`config.mk`:
```
export PLATFORM = sky130hd
export DESIGN_NAME = eda_visited_map
export DESIGN_NICKNAME = d
export VERILOG_FILES = /design/src/rtl/eda_visited_map.sv
export SDC_FILE = /design/constraint.sdc
export NUM_CORES = 1
export LEC_CHECK = 0
export ABC_AREA = 1
export CORE_ASPECT_RATIO = 1.25
export CORE_UTILIZATION = 35
export DETAILED_ROUTE_END_ITERATION = 10
export PLACE_DENSITY_LB_ADDON = 0.25
export SETUP_SLACK_MARGIN = 0.2
export SYNTH_ARGS = -nofsm -noshare
export SYNTH_HDL_FRONTEND = slang
export SYNTH_SLANG_ARGS = --single-unit
```
`constraint.sdc`:
```
create_clock -name clk -period 7.1 [get_ports clk]
set_input_delay 1.065 -clock clk [delete_from_list [all_inputs] [get_ports clk]]
set_output_delay 1.065 -clock clk [all_outputs]
set_load 0.01 [all_outputs]
```
`src/rtl/eda_visited_map.sv`:
```
// Per-pixel visited bitmap: multi-port mark/lookup with same-cycle bypass,
// visited counter, next-unvisited raster scan and row-sweep clear.
`ifndef CFG_M
`define CFG_M 4
`endif
`ifndef CFG_N
`define CFG_N 4
`endif
`ifndef CFG_I_WIDTH
`define CFG_I_WIDTH 3
`endif
`ifndef CFG_J_WIDTH
`define CFG_J_WIDTH 2
`endif
`ifndef CFG_ADDR_WIDTH
`define CFG_ADDR_WIDTH (`CFG_I_WIDTH + `CFG_J_WIDTH)
`endif

module eda_visited_map #(
    parameter int M          = `CFG_M,
    parameter int N          = `CFG_N,
    parameter int I_WIDTH    = `CFG_I_WIDTH,
    parameter int J_WIDTH    = `CFG_J_WIDTH,
    parameter int ADDR_WIDTH = `CFG_ADDR_WIDTH,
    parameter int NUM_PORTS  = 8,
    parameter int CNT_WIDTH  = $clog2(M*N+1)
) (
    input  logic                            clk,
    input  logic                            reset_n,
    input  logic                            clear_start,
    output logic                            clear_busy,
    input  logic [NUM_PORTS*ADDR_WIDTH-1:0] port_addr,
    input  logic [NUM_PORTS-1:0]            port_valid,
    input  logic [NUM_PORTS-1:0]            port_mark,
    output logic [NUM_PORTS-1:0]            port_visited,
    input  logic                            scan_req,
    output logic                            rsp_valid,
    input  logic                            rsp_ready,
    output logic [I_WIDTH-1:0]              rsp_row,
    output logic [J_WIDTH-1:0]              rsp_col,
    output logic                            rsp_all_done,
    output logic [CNT_WIDTH-1:0]            visited_count,
    output logic                            all_visited
);
    typedef enum logic [1:0] {IDLE, SEARCH, FOUND, CLEAR} state_t;
    localparam int SR_W = I_WIDTH + 1;

    state_t               state, state_n;
    logic [SR_W-1:0]      scan_row, scan_row_n;
    logic [I_WIDTH-1:0]   row_ptr, row_ptr_n;
    logic [I_WIDTH-1:0]   rsp_row_n;
    logic [J_WIDTH-1:0]   rsp_col_n;
    logic                 done_n;
    logic [M-1:0][N-1:0]  bitmap, set_mask;
    logic [CNT_WIDTH-1:0] new_cnt;
    logic [I_WIDTH-1:0]   pi [NUM_PORTS];
    logic [J_WIDTH-1:0]   pj [NUM_PORTS];
    logic                 clearing;
    logic [N-1:0]         row_eff;
    logic                 row_free;
    logic [J_WIDTH-1:0]   free_col;
    logic                 held_mark;

    assign clearing      = (state == CLEAR);
    assign clear_busy    = clearing;
    assign rsp_valid     = (state == FOUND);
    assign all_visited   = (visited_count == CNT_WIDTH'(M*N));

    always_comb begin
        for (int k = 0; k < NUM_PORTS; k++) begin
            pi[k] = port_addr[k*ADDR_WIDTH+J_WIDTH +: I_WIDTH];
            pj[k] = port_addr[k*ADDR_WIDTH +: J_WIDTH];
        end
    end

    // Out-of-range addresses never match a cell, so they mark and hit nothing.
    always_comb begin
        set_mask = '0;
        for (int k = 0; k < NUM_PORTS; k++)
            for (int r = 0; r < M; r++)
                for (int c = 0; c < N; c++)
                    if (port_mark[k] && !clearing &&
                        int'(pi[k]) == r && int'(pj[k]) == c)
                        set_mask[r][c] = 1'b1;
    end

    always_comb begin
        port_visited = '0;
        for (int k = 0; k < NUM_PORTS; k++)
            for (int r = 0; r < M; r++)
                for (int c = 0; c < N; c++)
                    if (port_valid[k] && !clearing &&
                        int'(pi[k]) == r && int'(pj[k]) == c)
                        port_visited[k] = bitmap[r][c] | set_mask[r][c];
    end

    always_comb begin
        new_cnt = '0;
        for (int r = 0; r < M; r++)
            for (int c = 0; c < N; c++)
                new_cnt = new_cnt +
                          CNT_WIDTH'(set_mask[r][c] & ~bitmap[r][c]);
    end

    // Scanned row sees this cycle's marks so a just-marked pixel is skipped.
    always_comb begin
        row_eff   = '1;
        held_mark = 1'b0;
        free_col  = '0;
        for (int r = 0; r < M; r++)
            if (int'(scan_row) == r)
                row_eff = bitmap[r] | set_mask[r];
        row_free = ~&row_eff;
        for (int c = N-1; c >= 0; c--)
            if (!row_eff[c])
                free_col = J_WIDTH'(c);
        for (int r = 0; r < M; r++)
            for (int c = 0; c < N; c++)
                if (int'(rsp_row) == r && int'(rsp_col) == c)
                    held_mark = set_mask[r][c];
    end

    always_comb begin
        state_n    = state;
        scan_row_n = scan_row;
        row_ptr_n  = row_ptr;
        rsp_row_n  = rsp_row;
        rsp_col_n  = rsp_col;
        done_n     = rsp_all_done;
        unique case (state)
            IDLE: begin
                if (clear_start) begin
                    state_n   = CLEAR;
                    row_ptr_n = '0;
                end else if (scan_req) begin
                    state_n = SEARCH;
                end
            end
            SEARCH: begin
                if (clear_start) begin
                    state_n   = CLEAR;
                    row_ptr_n = '0;
                end else if (int'(scan_row) >= M) begin
                    state_n   = FOUND;
                    done_n    = 1'b1;
                    rsp_row_n = '0;
                    rsp_col_n = '0;
                end else if (row_free) begin
                    state_n   = FOUND;
                    done_n    = 1'b0;
                    rsp_row_n = scan_row[I_WIDTH-1:0];
                    rsp_col_n = free_col;
                end else begin
                    scan_row_n = scan_row + SR_W'(1);
                end
            end
            FOUND: begin
                if (clear_start) begin
                    state_n   = CLEAR;
                    row_ptr_n = '0;
                end else if (rsp_ready) begin
                    state_n = IDLE;
                end else if (!rsp_all_done && held_mark) begin
                    state_n = SEARCH;
                end
            end
            CLEAR: begin
                if (int'(row_ptr) == M-1) begin
                    state_n    = IDLE;
                    scan_row_n = '0;
                end else begin
                    row_ptr_n = row_ptr + I_WIDTH'(1);
                end
            end
        endcase
    end

    always_ff @(posedge clk or negedge reset_n) begin
        if (!reset_n) begin
            state        <= IDLE;
            scan_row     <= '0;
            row_ptr      <= '0;
            rsp_row      <= '0;
            rsp_col      <= '0;
            rsp_all_done <= 1'b0;
        end else begin
            state        <= state_n;
            scan_row     <= scan_row_n;
            row_ptr      <= row_ptr_n;
            rsp_row      <= rsp_row_n;
            rsp_col      <= rsp_col_n;
            rsp_all_done <= done_n;
        end
    end

    always_ff @(posedge clk or negedge reset_n) begin
        if (!reset_n) begin
            bitmap        <= '0;
            visited_count <= '0;
        end else if (clearing) begin
            for (int r = 0; r < M; r++)
                if (int'(row_ptr) == r)
                    bitmap[r] <= '0;
            if (state_n == IDLE)
                visited_count <= '0;
        end else begin
            bitmap        <= bitmap | set_mask;
            visited_count <= visited_count + new_cnt;
        end
    end
endmodule

```
==> results of run 1 <==
## metrics by stage
step | util, % | instances
after floorplan | - | 933
after global placement | 42.49 | 1221
after detailed placement | 42.49 | 1221
after CTS | 43.43 | 1229
after global routing | 43.43 | 1229
final | 43.43 | 1229
## cell usage in the layout, fill, tap and decap left out, drive strengths merged
| master | instances |
|---|---|
| clkdlybuf4s50 | 81 |
| buf | 3 |
| a22oi | 16 |
| nor3 | 36 |
| or2 | 3 |
| clkbuf | 8 |
| dfrtp | 36 |
| o211ai | 3 |
| xor2 | 4 |
| nand2 | 226 |
| a21boi | 3 |
| nor4 | 3 |
| ha | 16 |
| fa | 12 |
| nor2 | 152 |
| inv | 154 |
| o21bai | 3 |
| and2 | 2 |
| o22ai | 51 |
| o21ai | 36 |
| nand3b | 2 |
| o21a | 2 |
| a21oi | 46 |
| nand3 | 39 |
| a31oi | 3 |
| a211oi | 1 |
| or4 | 1 |
| o221ai | 2 |
| nand4 | 69 |
| clkinv | 3 |
| nor3b | 1 |
## worst register-to-register path: stages, from the launching register on
cell	delay, ps
dfrtp_1	410
nand2_2	690
nand2_1	180
inv_1	190
nand2_1	170
o22ai_1	290
nor2_1	60
nand2_1	130
nand2_1	90
fa_1	520
inv_1	60
fa_1	500
inv_1	50
fa_1	480
fa_1	530
fa_1	480
fa_1	410
o21bai_1	150
a21oi_1	90
xor2_1	140
o21ai_0	140
## flip-flops by register name (all words and copies together), names as in the netlist
register       flops
rsp_col            2
visited_count      5
rsp_row            3
rsp_all_done       1
row_ptr            3
scan_row           4
state              2
bitmap            16
## layout make-up
type,instances,area [um^2],area share [%]
Inverter,157,594.3,8.788
Multi-Input combinational cell,732,4025,59.52
Tap cell,212,265.3,3.922
Timing Repair Buffer,84,830.8,12.28
Clock buffer,8,146.4,2.165
Sequential cell,36,900.9,13.32
## power groups by stage
stage                     Clock [W]  Combinational, W  Sequential (W)
after floorplan                   0          0.000890        0.000360
after global placement            0           0.00136        0.000374
after global routing       0.000236           0.00152        0.000385
final                      0.000224           0.00139        0.000373
after CTS                  0.000230           0.00137        0.000372
after detailed placement          0           0.00135        0.000375
## cells by family (layout without fill, tap and decap cells)
kind of cell	count (synthesis)	in the layout	synth area share, %
flops	36	36	16.17
xor+xnor	4	4	0.6289
fa+ha+maj	28	28	7.907
buf+inv	165	249	11.57
simple gates	534	534	45.33
compound gates	166	166	18.40
## metal layers
layer | GRT usage [%] | up-vias | part of all wire [%]
met4 | 12.24 | 0 | 4.0
li1 | - | 3307 | -
met2 | 46.95 | 318 | 47
met5 | 0 | - | 0
met3 | 2.971 | 54 | 8.0
met1 | 33.86 | 3157 | 41
## worst max-delay path by stage
stage	endpoint	cells after the start	startpoint	slack, ps
after detailed placement	visited_count[4]	20	port_addr[13]	780
after CTS	visited_count[4]	20	port_addr[28]	1070
after global routing	visited_count[4]	20	port_addr[18]	760
final	visited_count[4]	20	port_addr[17]	1030
after global placement	visited_count[4]	20	port_addr[13]	850
after floorplan	visited_count[4]	22	port_addr[27]	1730
## synth_stat cells, drive strengths merged, types with 4 or more instances
cell	count	area (um^2)
a21oi	46	234.0
a22oi	16	120.1
clkbuf	5	18.77
dfrtp	36	900.9
fa	12	240.2
ha	16	200.2
inv	154	583.1
nand2	226	925.9
nand3	39	205.2
nand4	69	431.7
nor2	152	628.1
nor3	36	250.2
o21ai	36	202.7
o22ai	51	337.8
xor2	4	35.03
==> metrics.md, run 1 <==
| Metric | Value |
|---|---|
| Status | `finished, final reports clean` |
| Hold EP | `scan_row[3]` |
| CP Max Fanout | `4` |
| Clock Skew | `4.114 ps` |
| DRT Pass-1 Iters | `5` |
| Syn Area/Cell | `5.970 um^2` |
| Final wirelength | `22.17 mm` |
| Chip height | `143.0 um` |
| Critical path cell sequence | `clkdlybuf4s50_1 > inv_1 > nor3_1 > nand2_1 > o22ai_1 > nor2_1 > nand2_1 > nand2_1 > fa_1 > inv_1 > fa_1 > inv_1 > fa_1 > fa_1 > fa_1 > fa_1 > o21bai_1 > a21oi_1 > xor2_1 > o21ai_0` |
| Buffers on Ports | `82` |
| Total GRT Usage | `27.19%` |
| HP Class | `register to register` |
| WHS | `490.8 ps` |
| Synth Flop Type | `dfrtp_1` |
| Skew-Pair Late Insertion Delay | `280 ps` |
| Setup Buffers After CTS | `0` |
| Vias in the first global route | `6,373` |
| TritonCTS buffer count | `5` |
| Vias/cell | `5.562` |
| Pwr Density | `293.4 nW/um^2` |
| Antenna violations before repair | `0` |
| H-tree depth | `2` |
| CTS max path bufs | `2` |
| Layout Nets | `1,105` |
| FMAX | `164.8 MHz` |
| Grt total ovfl | `0` |
| Clock Power Share | `11.3%` |
| Placer congestion estimate | `0.9891` |
| Worst r2r src | `state[1]` |
| Logic gate share of total power | `69.9%` |
| Period utilization | `85.49%` |
| Final worst slack | `1030 ps` |
| Count of cell types in the netlist | `48` |
| Peak supply drop | `0.0003550 V` |
| Sequential Power Share | `18.8%` |
| Share of cells above drive strength 1 | `8.555%` |
| Setup-failing EPs final | `0` |
| Max Cap Viol | `0` |
| Rel. slew slack | `37.60%` |
| P_sw | `0.001115 W` |
| CTS resizes | `0` |
| RSZ-0062 raised after global routing | `false` |
| Area after DPL | `6616 um^2` |
| Post-synthesis sequential area ratio | `16.17%` |
| Crit path top cell by count | `fa_1` |
| CP peak stage delay | `530 ps` |
| Net Sw Frac | `56.18%` |
| Min cycle time layout | `6070 ps` |
| R2R Path End | `visited_count[4]` |
| Hpwl dp | `17.02 mm` |
| DRC | `0` |
| CP Launch Type | `input pin` |
| # diodes | `0` |
| CP required | `7300 ps` |
| Leakage | `3.182 nW` |
| Data arrival, critical path | `6270 ps` |
| Largest net degree at the start of global routing | `37` |
| CP Class | `input pin to register` |
| R2R depth | `20` |
| Post-synthesis register bit count | `36` |
| Clk sinks | `36` |
| Critical Path End Type | `register` |
| Num rows | `51` |
| Worst Hold Depth | `1` |
| Mapped cell area | `5570 um^2` |
| Final Instance Area | `6763 um^2` |
| Fill cells | `1,727` |
| CP max-delay cell | `fa_1` |
| Synth-to-layout area growth | `21.41%` |
| Net Count, Synth | `1,022` |
| Slew Limit Fails | `0` |
| Io pins | `83` |
| CTS tree | `yes` |
| Cell internal pwr | `0.0008696 W` |
| CP top delay family | `adder cells` |
| Yosys warns | `0` |
| Syn Inst Count | `933` |
| Area of the core | `15,570 um^2` |
| Worst slack, placed | `781.4 ps` |
| Setup TNS | `0 ps` |
| Hold_buf cts | `0` |
| Asr flop ratio synth | `100.0%` |
| Initial DRC count | `643` |
| Clock Tree Root | `clkbuf_16` |
| Antenna viol nets, final | `0` |
| R2R setup slack | `1260 ps` |
| Buf/Inv on CP | `4` |
| Die X | `114.8 um` |
| DR WL/cell | `18.04 um` |
| First-pass GRT wire length | `34.08 mm` |
| Actual slew at the worst max-slew pin | `932.7 ps` |
| Clk pin slew, worst setup/hold paths | `50 ps` |
| Total Power | `0.001984 W` |
| Starting Density | `35.78%` |
| Vias | `6,836` |
| Worst min-delay path startpoint | `scan_row[3]` |
| EDFF count, synth | `0` |
| Full die area | `16,430 um^2` |
| Hold Violations, Final | `0` |
(Power assumes the default switching activity.)
==> run 2, diff against run 1 <==
- SETUP_SLACK_MARGIN: 0.2 -> 0.05
==> results of run 2 <==
The final DEF is identical to that of run 1; final timing and power are the same.
